### src/rtl/irtcv_txseq_pkg.sv
// Shared definitions for the IR transceiver transmit sequencer.
// Contents:
//   state_t                       sequencer state encoding (also the debug view)
//   FR_ADR_DEF/CR_ADR_DEF/DR_ADR_DEF  default transceiver register addresses
//   bus_strb_t, STRB_IDLE/STRB_WRITE  control-bus strobe encoding {cs, we, den}
//   exe_level()                   execute level driven in a given state
package irtcv_txseq_pkg;

    typedef enum logic [3:0] {
        IDLE,
        WR_FR,
        WR_CR,
        WR_DR0,
        EXEC,
        WAIT_DRDY,
        WR_DR,
        DRAIN,
        FLUSH
    } state_t;

    localparam logic [3:0] FR_ADR_DEF = 4'hA;
    localparam logic [3:0] CR_ADR_DEF = 4'h8;
    localparam logic [3:0] DR_ADR_DEF = 4'hB;

    typedef struct packed {
        logic cs;
        logic we;
        logic den;
    } bus_strb_t;

    localparam bus_strb_t STRB_IDLE  = '{cs: 1'b0, we: 1'b0, den: 1'b0};
    localparam bus_strb_t STRB_WRITE = '{cs: 1'b1, we: 1'b1, den: 1'b1};

    // Execute is held from the cycle after the first data write until the
    // frame drains; FLUSH deliberately drops it.
    function automatic logic exe_level(input state_t s);
        return (s == EXEC) || (s == WAIT_DRDY) || (s == WR_DR) || (s == DRAIN);
    endfunction

endpackage

### src/rtl/irtcv_txseq_if.sv
// Control-bus, execute and status pins between the sequencer and the IR
// transceiver IP.
// Signals:
//   irtcv_cs/we/den   write strobes (sequencer -> IP)
//   irtcv_adr         register address (sequencer -> IP)
//   irtcv_wdat        register write data (sequencer -> IP)
//   irtcv_exe         execute level (sequencer -> IP)
//   irtcv_learn       learn request, tied low (sequencer -> IP)
//   irtcv_busy/drdy/err  status (IP -> sequencer)
//
// Handshake: a register write is exactly one cycle with cs=we=den=1 and
// adr/wdat valid; the IP takes it unconditionally, there is no ready/stall.
// Outside a write all strobes, adr and wdat are 0. drdy is the IP's request
// for the next data byte and is honoured at most once per WAIT_DRDY visit,
// so a drdy level held high yields one write every second cycle.
interface irtcv_txseq_if #(
    parameter int ADRW = 4,
    parameter int DATW = 8
);
    logic            irtcv_cs;
    logic            irtcv_we;
    logic            irtcv_den;
    logic [ADRW-1:0] irtcv_adr;
    logic [DATW-1:0] irtcv_wdat;
    logic            irtcv_exe;
    logic            irtcv_learn;
    logic            irtcv_busy;
    logic            irtcv_drdy;
    logic            irtcv_err;

    modport master (
        output irtcv_cs, irtcv_we, irtcv_den, irtcv_adr, irtcv_wdat,
        output irtcv_exe, irtcv_learn,
        input  irtcv_busy, irtcv_drdy, irtcv_err
    );

    modport slave (
        input  irtcv_cs, irtcv_we, irtcv_den, irtcv_adr, irtcv_wdat,
        input  irtcv_exe, irtcv_learn,
        output irtcv_busy, irtcv_drdy, irtcv_err
    );
endinterface

### src/rtl/irtcv_txseq_fifo.sv
// Synchronous byte FIFO holding the frame to transmit.
// Ports:
//   clk, rst   clock, asynchronous active-high reset (clears pointers/count)
//   push, wdat write side; a push while full is dropped
//   pop        read side; a pop while empty is ignored
//   rdat       head of the FIFO (first-word fall-through)
//   full, cnt  status; cnt ranges 0..2**AW
module irtcv_txseq_fifo #(
    parameter int AW = 3,
    parameter int DW = 8
) (
    input  logic          clk,
    input  logic          rst,
    input  logic          push,
    input  logic [DW-1:0] wdat,
    input  logic          pop,
    output logic [DW-1:0] rdat,
    output logic          full,
    output logic [AW:0]   cnt
);
    localparam int DEPTH = 1 << AW;

    logic [DW-1:0] mem [DEPTH];
    logic [AW-1:0] wr_ptr;
    logic [AW-1:0] rd_ptr;
    logic          push_ok;
    logic          pop_ok;

    assign full    = (cnt == (AW + 1)'(DEPTH));
    assign push_ok = push && !full;
    assign pop_ok  = pop && (cnt != '0);
    assign rdat    = mem[rd_ptr];

    // Storage needs no reset: nothing is read until a push has written it.
    always_ff @(posedge clk) begin
        if (push_ok) begin
            mem[wr_ptr] <= wdat;
        end
    end

    // Pointers are AW bits wide, so they wrap modulo the depth naturally.
    always_ff @(posedge clk or posedge rst) begin
        if (rst) begin
            wr_ptr <= '0;
            rd_ptr <= '0;
            cnt    <= '0;
        end else begin
            if (push_ok) begin
                wr_ptr <= wr_ptr + 1'b1;
            end
            if (pop_ok) begin
                rd_ptr <= rd_ptr + 1'b1;
            end
            case ({push_ok, pop_ok})
                2'b10:   cnt <= cnt + 1'b1;
                2'b01:   cnt <= cnt - 1'b1;
                default: cnt <= cnt;
            endcase
        end
    end
endmodule

### src/rtl/irtcv_txseq.sv
// Transmit sequencer for the IR transceiver IP.
// Takes a frame of bytes from fabric logic into a FIFO; on start it writes
// the frequency register, the control register and the first data byte on
// consecutive cycles, then holds execute and writes one further byte to the
// data register for each drdy request until the frame is sent and the IP
// reports not-busy. An IP error flushes the rest of the frame from the FIFO.
//
// Ports:
//   irtcv_clk, irtcv_rst_async  clock, asynchronous active-high reset
//   fifo_we, fifo_wdat          host push into the frame FIFO
//   fifo_full, fifo_cnt         FIFO status
//   start, frame_len            frame request (sampled in IDLE only)
//   freq_val, cr_val            FR / CR values (sampled with start)
//   seq_busy, seq_done, seq_err sequencer status; done/err are 1-cycle pulses
//   seq_state                   current FSM state for observation
//   bus                         control bus / execute / status (master side)
//
// Optional feature: define IRTCV_TXSEQ_TIMEOUT_EN to add a TO_W-bit watchdog
// on WAIT_DRDY and DRAIN that forces FLUSH (and then seq_err) on expiry.
module irtcv_txseq
  import irtcv_txseq_pkg::*;
#(
  parameter int              ADRW    = 4,
  parameter int              DATW    = 8,
  parameter int              FIFO_AW = 3,
  parameter logic [ADRW-1:0] FR_ADR  = ADRW'(FR_ADR_DEF),
  parameter logic [ADRW-1:0] CR_ADR  = ADRW'(CR_ADR_DEF),
  parameter logic [ADRW-1:0] DR_ADR  = ADRW'(DR_ADR_DEF),
  parameter int              TO_W    = 16
) (
  input  logic               irtcv_clk,
  input  logic               irtcv_rst_async,
  input  logic               fifo_we,
  input  logic [DATW-1:0]    fifo_wdat,
  output logic               fifo_full,
  output logic [FIFO_AW:0]   fifo_cnt,
  input  logic               start,
  input  logic [FIFO_AW:0]   frame_len,
  input  logic [DATW-1:0]    freq_val,
  input  logic [DATW-1:0]    cr_val,
  output logic               seq_busy,
  output logic               seq_done,
  output logic               seq_err,
  output state_t             seq_state,
  irtcv_txseq_if.master      bus
);
  state_t            state;
  state_t            state_next;
  logic [FIFO_AW:0]  rem;
  logic [DATW-1:0]   freq_q;
  logic [DATW-1:0]   cr_q;
  logic              done_set;
  logic              err_set;
  logic              to_hit;
  logic              pop;
  logic [DATW-1:0]   fifo_rdat;
  bus_strb_t         strb;
  logic [ADRW-1:0]   adr;
  logic [DATW-1:0]   wdat;

  irtcv_txseq_fifo #(
    .AW (FIFO_AW),
    .DW (DATW)
  ) u_fifo (
    .clk  (irtcv_clk),
    .rst  (irtcv_rst_async),
    .push (fifo_we),
    .wdat (fifo_wdat),
    .pop  (pop),
    .rdat (fifo_rdat),
    .full (fifo_full),
    .cnt  (fifo_cnt)
  );

`ifdef IRTCV_TXSEQ_TIMEOUT_EN
  logic [TO_W-1:0] to_cnt;

  // Restarts on every state change, so it measures time spent in the
  // current waiting state only.
  always_ff @(posedge irtcv_clk or posedge irtcv_rst_async) begin
    if (irtcv_rst_async) begin
      to_cnt <= '0;
    end else if (state_next != state) begin
      to_cnt <= '0;
    end else if (state == WAIT_DRDY || state == DRAIN) begin
      to_cnt <= to_cnt + 1'b1;
    end
  end

  assign to_hit = (&to_cnt) && (state == WAIT_DRDY || state == DRAIN);
`else
  assign to_hit = 1'b0;
`endif

  // State register plus the registers that travel with it.
  always_ff @(posedge irtcv_clk or posedge irtcv_rst_async) begin
    if (irtcv_rst_async) begin
      state    <= IDLE;
      rem      <= '0;
      freq_q   <= '0;
      cr_q     <= '0;
      seq_done <= 1'b0;
      seq_err  <= 1'b0;
    end else begin
      state    <= state_next;
      seq_done <= done_set;
      seq_err  <= err_set;
      if (state == IDLE && start) begin
        rem    <= frame_len;
        freq_q <= freq_val;
        cr_q   <= cr_val;
      end else if (pop) begin
        rem <= rem - 1'b1;
      end
    end
  end

  // Next-state logic. rem counts bytes still to leave the FIFO: in EXEC it
  // already excludes DR0, in WR_DR it still includes the byte being sent.
  always_comb begin
    state_next = state;
    done_set   = 1'b0;
    err_set    = 1'b0;
    case (state)
      IDLE: begin
        if (start) begin
          if (frame_len == '0) begin
            done_set = 1'b1;
          end else if (frame_len > fifo_cnt) begin
            err_set = 1'b1;
          end else begin
            state_next = WR_FR;
          end
        end
      end
      WR_FR:  state_next = WR_CR;
      WR_CR:  state_next = WR_DR0;
      WR_DR0: state_next = EXEC;
      EXEC: begin
        if (bus.irtcv_err) begin
          state_next = FLUSH;
        end else if (rem != '0) begin
          state_next = WAIT_DRDY;
        end else begin
          state_next = DRAIN;
        end
      end
      WAIT_DRDY: begin
        if (bus.irtcv_err || to_hit) begin
          state_next = FLUSH;
        end else if (bus.irtcv_drdy) begin
          state_next = WR_DR;
        end
      end
      WR_DR: begin
        if (bus.irtcv_err) begin
          state_next = FLUSH;
        end else if (rem > (FIFO_AW + 1)'(1)) begin
          state_next = WAIT_DRDY;
        end else begin
          state_next = DRAIN;
        end
      end
      DRAIN: begin
        if (bus.irtcv_err || to_hit) begin
          state_next = FLUSH;
        end else if (!bus.irtcv_busy) begin
          state_next = IDLE;
          done_set   = 1'b1;
        end
      end
      FLUSH: begin
        // The last byte is popped in the same cycle the exit is taken.
        if (rem <= (FIFO_AW + 1)'(1)) begin
          state_next = IDLE;
          err_set    = 1'b1;
        end
      end
      default: state_next = IDLE;
    endcase
  end

  // Outputs decoded from the current state only.
  always_comb begin
    strb = STRB_IDLE;
    adr  = '0;
    wdat = '0;
    pop  = 1'b0;
    case (state)
      WR_FR: begin
        strb = STRB_WRITE;
        adr  = FR_ADR;
        wdat = freq_q;
      end
      WR_CR: begin
        strb = STRB_WRITE;
        adr  = CR_ADR;
        wdat = cr_q;
      end
      WR_DR0, WR_DR: begin
        strb = STRB_WRITE;
        adr  = DR_ADR;
        wdat = fifo_rdat;
        pop  = 1'b1;
      end
      FLUSH: pop = (rem != '0);
      default: ;
    endcase
  end

  assign bus.irtcv_cs    = strb.cs;
  assign bus.irtcv_we    = strb.we;
  assign bus.irtcv_den   = strb.den;
  assign bus.irtcv_adr   = adr;
  assign bus.irtcv_wdat  = wdat;
  assign bus.irtcv_exe   = exe_level(state);
  assign bus.irtcv_learn = 1'b0;
  assign seq_busy        = (state != IDLE);
  assign seq_state       = state;
endmodule

### src/flat_wrapper.sv
// flat-port wrapper written by rule: the top's interface ports become plain ports
module irtcv_txseq_flat import irtcv_txseq_pkg::*;
#(
  parameter int              ADRW    = 4,
  parameter int              DATW    = 8,
  parameter int              FIFO_AW = 3,
  parameter logic [ADRW-1:0] FR_ADR  = ADRW'(FR_ADR_DEF),
  parameter logic [ADRW-1:0] CR_ADR  = ADRW'(CR_ADR_DEF),
  parameter logic [ADRW-1:0] DR_ADR  = ADRW'(DR_ADR_DEF),
  parameter int              TO_W    = 16
)
  (irtcv_clk, irtcv_rst_async, fifo_we, fifo_wdat, fifo_full, fifo_cnt, start, frame_len, freq_val, cr_val, seq_busy, seq_done, seq_err, seq_state, bus_irtcv_cs, bus_irtcv_we, bus_irtcv_den, bus_irtcv_adr, bus_irtcv_wdat, bus_irtcv_exe, bus_irtcv_learn, bus_irtcv_busy, bus_irtcv_drdy, bus_irtcv_err);
  irtcv_txseq_if #(.ADRW(ADRW), .DATW(DATW)) bus_i ();
  input  logic irtcv_clk;
  input  logic irtcv_rst_async;
  input  logic fifo_we;
  input  logic [DATW-1:0] fifo_wdat;
  output logic fifo_full;
  output logic [FIFO_AW:0] fifo_cnt;
  input  logic start;
  input  logic [FIFO_AW:0] frame_len;
  input  logic [DATW-1:0] freq_val;
  input  logic [DATW-1:0] cr_val;
  output logic seq_busy;
  output logic seq_done;
  output logic seq_err;
  output state_t seq_state;
  output wire logic [$bits(bus_i.irtcv_cs)-1:0] bus_irtcv_cs;
  output wire logic [$bits(bus_i.irtcv_we)-1:0] bus_irtcv_we;
  output wire logic [$bits(bus_i.irtcv_den)-1:0] bus_irtcv_den;
  output wire logic [$bits(bus_i.irtcv_adr)-1:0] bus_irtcv_adr;
  output wire logic [$bits(bus_i.irtcv_wdat)-1:0] bus_irtcv_wdat;
  output wire logic [$bits(bus_i.irtcv_exe)-1:0] bus_irtcv_exe;
  output wire logic [$bits(bus_i.irtcv_learn)-1:0] bus_irtcv_learn;
  input wire logic [$bits(bus_i.irtcv_busy)-1:0] bus_irtcv_busy;
  input wire logic [$bits(bus_i.irtcv_drdy)-1:0] bus_irtcv_drdy;
  input wire logic [$bits(bus_i.irtcv_err)-1:0] bus_irtcv_err;
  assign bus_irtcv_cs = bus_i.irtcv_cs;
  assign bus_irtcv_we = bus_i.irtcv_we;
  assign bus_irtcv_den = bus_i.irtcv_den;
  assign bus_irtcv_adr = bus_i.irtcv_adr;
  assign bus_irtcv_wdat = bus_i.irtcv_wdat;
  assign bus_irtcv_exe = bus_i.irtcv_exe;
  assign bus_irtcv_learn = bus_i.irtcv_learn;
  assign bus_i.irtcv_busy = bus_irtcv_busy;
  assign bus_i.irtcv_drdy = bus_irtcv_drdy;
  assign bus_i.irtcv_err = bus_irtcv_err;
  irtcv_txseq #(.ADRW(ADRW), .DATW(DATW), .FIFO_AW(FIFO_AW), .FR_ADR(FR_ADR), .CR_ADR(CR_ADR), .DR_ADR(DR_ADR), .TO_W(TO_W)) u_core (.irtcv_clk(irtcv_clk), .irtcv_rst_async(irtcv_rst_async), .fifo_we(fifo_we), .fifo_wdat(fifo_wdat), .fifo_full(fifo_full), .fifo_cnt(fifo_cnt), .start(start), .frame_len(frame_len), .freq_val(freq_val), .cr_val(cr_val), .seq_busy(seq_busy), .seq_done(seq_done), .seq_err(seq_err), .seq_state(seq_state), .bus(bus_i));
endmodule
### config.mk
export PLATFORM = sky130hd
export DESIGN_NAME = irtcv_txseq_flat
export DESIGN_NICKNAME = d
export VERILOG_FILES = /design/src/rtl/irtcv_txseq_pkg.sv /design/src/rtl/irtcv_txseq_if.sv /design/src/rtl/irtcv_txseq_fifo.sv /design/src/rtl/irtcv_txseq.sv /design/src/flat_wrapper.sv
export SDC_FILE = /design/constraint.sdc
export NUM_CORES = 1
export LEC_CHECK = 0
export CORE_MARGIN = 1.5
export CORE_UTILIZATION = 50
export DETAILED_ROUTE_END_ITERATION = 8
export PLACE_DENSITY = 0.78
export SKIP_LAST_GASP = 1
export SYNTH_ARGS = -nofsm -noshare
export SYNTH_HDL_FRONTEND = slang
export SYNTH_SLANG_ARGS = --single-unit
export TNS_END_PERCENT = 50
### constraint.sdc
create_clock -name irtcv_clk -period 6.8 [get_ports irtcv_clk]
set_clock_uncertainty 0.1 [all_clocks]
set_input_delay 0.68 -clock irtcv_clk [delete_from_list [all_inputs] [get_ports irtcv_clk]]
set_output_delay 0.68 -clock irtcv_clk [all_outputs]
set_load 0.01 [all_outputs]
==> metrics.txt, run 1 <==
Die Y=98.5 um; CORE AREA=0.00876 sq mm; Final Hold Fails=0; P_int=1.51 mW; asr flop ratio synth=36.0%; PortBufs=61; remaining global-route overflow=0; largest net degree at the start of global routing=37; Psw=0.857 mW; Synth area leaders=edfxtp_1 42%, dfrtp_1 20%, mux4_2 7.9%; Final Wtd Congestion=0.822; initial antenna violation count=0; Distinct cells, synth=56; fin. max-slew vios=0; clock sink total=100; Total Wirelength=8.66 mm; Synth area leader=edfxtp_1; synthesized flop and latch total=100; DRC=0; EDFF count, synth=64; vias in the first global route=2782; total track usage=19.0%; most common cell after layout, fill and taps aside=edfxtp_1; worst path required time=6.02 ns; Clock Pin Slew Worst Setup and Hold Paths=0.10 ns; Peak supply drop=0.154 mV; Max Fclk=273 MHz; CP startpoint kind=flip-flop; min Tclk post-route=3.67 ns; first-pass GRT wire length=14.2 mm; Nets=412; fillers=627; post-synth top area share=42.2%; Clock power frac=16.0%; Post-Route Utilization=62.2%; pre-CTS WS=3.51 ns; Syn-to-layout area delta=19.7%; Total Negative Setup Slacks=0 ns; Top FF cell, synth=edfxtp_1; die area=0.00969 sq mm; starting density of the core=52.0%; H-tree levels=3; post-synthesis sequential area ratio=62.0%; share of layout cells above drive strength 1=17.0%; Setup Crit Path Kind=flip-flop to output port; Max clock buf depth=2; outcome=completed; Leak=2.01 nW; clock root buffer master=clkbuf_8; worst reg2reg setup slack=3.76 ns; First-pass DRT Iterations=4; Vias=2719; CTS Buf Count=9; Setup-failing EPs final=0; Worst EP arrival=2.89 ns; Seq pwr share=42.5%; RSZ-0062 raised after global routing=false; ANT nets after route=0; 1st-iter DRT viols=116; I/O Pins=64; commonest cells after routing, fill and taps aside=64 x edfxtp_1, 61 x clkdlybuf4s50_1, 36 x dfrtp_1; design area=0.00545 sq mm; Syn Inst Count=304; cell row count=34; hold crit path type=flip-flop to flip-flop; slew margin rel.=30.3%; CTS tree=yes; cts repair resizes=0; worst setup margin=3.13 ns; Power Dens Cells=434 mW/mm^2; ant diodes=0; Routed wire per std cell=18.1 um; post-CTS setup repair buffer count=0; crit-path max FO=18; half-perimeter wire length after placement=6.07 mm; max-cap viol count=0; die width=98.5 um; vias per inst=5.69; hold_ws=0.420 ns; Critical Path End Type=output port; netlist area before placement=0.00456 sq mm; switch share=36.3%; Syn Area/Cell=15.0 sq um; final worst-path cycle share=53.9%; hold buffers post-CTS=0; clk_lat worst skew=0.37 ns; combinational power share=41.5%; measured slew at the worst slew-check pin=1.05 ns; DP Area=0.00524 sq mm; synthesis warning total=0
registers in the layout (all words and copies together) (netlist names):
name and flops:
u_core.u_fifo.rd_ptr 3, u_core.u_fifo.cnt 4, u_core.seq_state 4, u_core.cr_q 8, u_core.freq_q 8, u_core.u_fifo.mem 64, u_core.u_fifo.wr_ptr 3, u_core.seq_err 1
u_core.seq_done 1, u_core.rem 4
worst max-delay path, stage by stage (launching register included):
cell and delay (ns):
dfrtp_1 1.04, mux4_2 0.61, mux2i_1 0.22, o22ai_1 0.15
clkdlybuf4s50_1 0.50
power by group through the flow:
stage	Sequential [mW]	Combinational [mW]	Clock, mW
global placement	1.01	0.960	0
CTS	1.01	0.992	0.386
detailed placement	1.02	0.988	0
global route	1.04	1.07	0.410
finish	1.01	0.982	0.377
floorplan	0.917	0.738	0
routing by layer:
layer	GRT usage, %	vias up	part of all wire, %
met5	0	-	0
li1	-	1278	-
met1	26.6	1335	46
met3	4.96	6	6.4
met4	3.25	0	0.47
met2	30.8	100	47
through the flow:
stage / total power, mW / instances
global route: 2.52 / 478
detailed placement: 2.01 / 462
floorplan: 1.65 / 305
finish: 2.36 / 478
global placement: 1.97 / 462
CTS: 2.38 / 478
cell usage after synthesis, drive strengths merged (2+ instances only):
master	count
nor4	4
inv	14
xnor2	4
buf	13
dfrtp	36
and2	4
clkbuf	5
nor3b	2
o31ai	3
or3	3
o22ai	8
nand2	10
xor2	5
a21oi	2
edfxtp	64
mux2i	10
a22oi	8
mux2	18
a21o	2
a211oi	2
ha	11
a31oi	3
nor2	16
nor3	6
o21ai	9
nand2b	3
mux4	16
nor2b	5
final cells by class:
class | count | area, sq um | area share, %
clock inverters | 7 | 83.8 | 1.54
repair buffers | 67 | 656 | 12.0
multi-input cells | 173 | 1580 | 28.9
clock buffers | 9 | 124 | 2.27
well taps | 108 | 135 | 2.48
flip-flops and latches | 100 | 2820 | 51.8
inverters | 14 | 52.6 | 0.964
logic make-up (layout without fill, tap and decap cells):
family	after synthesis	in the layout	synth area share (%)
XOR/XNOR	9	9	1.73
AND/OR/NAND/NOR	58	58	6.98
buffers and inverters	32	97	3.49
adder cells (fa/ha/maj)	12	12	3.46
AO/OA/AOI/OAI	48	48	7.66
flip-flops	100	100	62.0
other	1	2	0.0823
multiplexers	44	44	14.6
worst paths after layout:
kind,startpoint,endpoint,cells after the start
min in group asynchronous,irtcv_rst_async,u_core.u_fifo.cnt[3],3
max reg2reg,u_core.rem[0],u_core.u_fifo.cnt[3],11
min reg2reg,u_core.cr_q[0],u_core.cr_q[0],1
min,u_core.cr_q[0],u_core.cr_q[0],1
max,u_core.u_fifo.rd_ptr[0],bus_irtcv_wdat[1],4
max in group asynchronous,irtcv_rst_async,u_core.cr_q[7],3
Note: power is estimated with default switching activity, not from simulation.
==> run 2: changes to the inputs <==
Settings changed: CORE_UTILIZATION 50 to 49, PLACE_DENSITY 0.78 to 0.8.
Clock period 6.8 ns to 3.2 ns, I/O delays scaled along.
==> run 2 against run 1 <==
  * Combinational power increased by 130%
  * Final cell count increased by 2.1%
  * Die area increased by 2.0%
  * Total power is 110% higher
  * Clock power grew 100%
  * Clock-buffer cell count unchanged
  * Via count grew 2.7%
  * Critical endpoint is now bus_irtcv_wdat[7]
  * Largest power group is now combinational logic
==> metrics.txt, run 2 (synthesis results as in run 1) <==
fillers=689; first-pass GRT wire length=14.6 mm; Nets=419; vias in the first global route=2822; half-perimeter wire length after placement=6.26 mm; largest net degree at the start of global routing=37; switch share=36.2%; 1st-iter DRT viols=117; crit-path max FO=15; combinational power share=44.0%; Total Wirelength=8.92 mm; Top Registers=u_core.u_fifo.mem: 64 flops, u_core.cr_q: 8 flops, u_core.freq_q: 8 flops; starting density of the core=50.0%; Largest register FFs=64; Largest Register=u_core.u_fifo.mem; total track usage=19.0%; First-pass DRT Iterations=4; CTS Buf Count=9; clk_lat worst skew=0.36 ns; Die Y=99.4 um; clock root buffer master=clkbuf_8; share of layout cells above drive strength 1=18.3%; FF+latch area=0.00282 sq mm; RSZ-0062 raised after global routing=false; Worst EP arrival=2.63 ns; Vias=2793; placed cell count=472; final worst-path cycle share=95.3%; die width=99.4 um; die area=0.00988 sq mm; remaining global-route overflow=0; Seq pwr share=40.8%; hold crit path type=primary input to async pin; multi-input logic area=0.00158 sq mm; commonest cells after routing, fill and taps aside=64 x edfxtp_1, 61 x clkdlybuf4s50_1, 36 x dfrtp_1; P_int=3.22 mW; worst path required time=2.78 ns; ant diodes=0; Syn-to-layout area delta=20.6%; Finished Layout Cells=488; most common cell after layout, fill and taps aside=edfxtp_1; Final Wtd Congestion=0.840; CORE AREA=0.00911 sq mm; Final Hold Fails=0; post-CTS setup repair buffer count=0; ANT nets after route=0; Critical Path End Type=output port; initial antenna violation count=0; Total Negative Setup Slacks=0 ns; cell row count=35; Setup-failing EPs final=0; pre-CTS WS=0.142 ns; Max Fclk=328 MHz; I/O Pins=64; Peak supply drop=0.363 mV; Psw=1.83 mW; Leak=2.04 nW; H-tree levels=3; fin. max-slew vios=0; PortBufs=61; outcome=completed; vias per inst=5.72; worst setup margin=0.149 ns; Clock power frac=15.1%; CP startpoint kind=flip-flop; CTS tree=yes; Max clock buf depth=2; min Tclk post-route=3.05 ns; slew margin rel.=47.0%; Setup Crit Path Kind=flip-flop to output port; clock sink total=100; Routed wire per std cell=18.3 um; DRC=0; measured slew at the worst slew-check pin=0.795 ns; Clock Pin Slew Worst Setup and Hold Paths=0.10 ns; max-cap viol count=0; Power Dens Cells=921 mW/mm^2
-- run 2: cell count changes in the layout (fill, tap and decap cells not counted), sizes merged --
cell / before / now
buf: 6 / 13
clkinv: 3 / 4
inv: 18 / 17
-- run 2: per-layer routing --
metal | track usage, % | vias up | routed length [um]
li1 | - | 1295 | -
met2 | 32.3 | 99 | 4420
met4 | 3.90 | 0 | 60
met3 | 4.22 | 6 | 521
met5 | 0 | - | 0
met1 | 25.6 | 1393 | 3920
-- run 2: stage by stage --
| step | instance area, sq um | util [%] | hold slack [ns] | total power, mW |
|---|---|---|---|---|
| 2_1_floorplan | 4560 | - | 0.319 | 3.52 |
| 3_3_place_gp | 5300 | 58.2 | 0.381 | 4.25 |
| 3_5_place_dp | 5300 | 58.2 | 0.383 | 4.33 |
| 4_1_cts | 5490 | 60.3 | 0.291 | 5.10 |
| 5_1_grt | 5490 | 60.3 | 0.309 | 5.39 |
| 6_report | 5490 | 60.3 | 0.272 | 5.06 |
-- run 2: area by class of cell --
class	count	area share, %
sequential	100	51.4
multi-input combinational	173	28.7
clock inverter	7	1.25
clock buffer	9	2.26
inverter	14	0.957
timing repair buffer	74	12.9
tap	111	2.53
-- run 2: path summary, 6_finish.rpt --
kind | endpoint | slack [ns] | depth (start not counted) | start
setup reg to reg | u_core.u_fifo.cnt[3] | 0.16 | 11 | u_core.rem[0]
setup / recovery | bus_irtcv_wdat[7] | 0.15 | 4 | u_core.seq_state[0]
min in group irtcv_clk | u_core.freq_q[3] | 0.40 | 1 | u_core.freq_q[3]
hold reg to reg | u_core.freq_q[3] | 0.40 | 1 | u_core.freq_q[3]
hold / removal | u_core.u_fifo.cnt[1] | 0.27 | 3 | irtcv_rst_async
max in group asynchronous | u_core.freq_q[1] | 2.39 | 3 | irtcv_rst_async
-- run 2: repair_timing --
| action | CTS | global route |
|---|---|---|
| endpoints found under the setup margin | 0 | 1 |
| hold buffers | 0 | 0 |
| resized for setup | 0 | 0 |
-- run 2: power by group through the flow --
stage	registers [mW]	clock network, mW	logic, mW
after floorplan	1.95	0	1.57
after detailed placement	2.09	0	2.24
after global routing	2.12	0.837	2.43
final	2.07	0.765	2.23
after CTS	2.06	0.791	2.25
after global placement	2.07	0	2.18
-- run 2: worst max-delay path, stage by stage, from the launching register on --
cell,delay [ns]
dfrtp_1,0.68
nor2b_1,0.62
a22oi_1,0.15
o22ai_1,0.24
clkdlybuf4s50_1,0.58
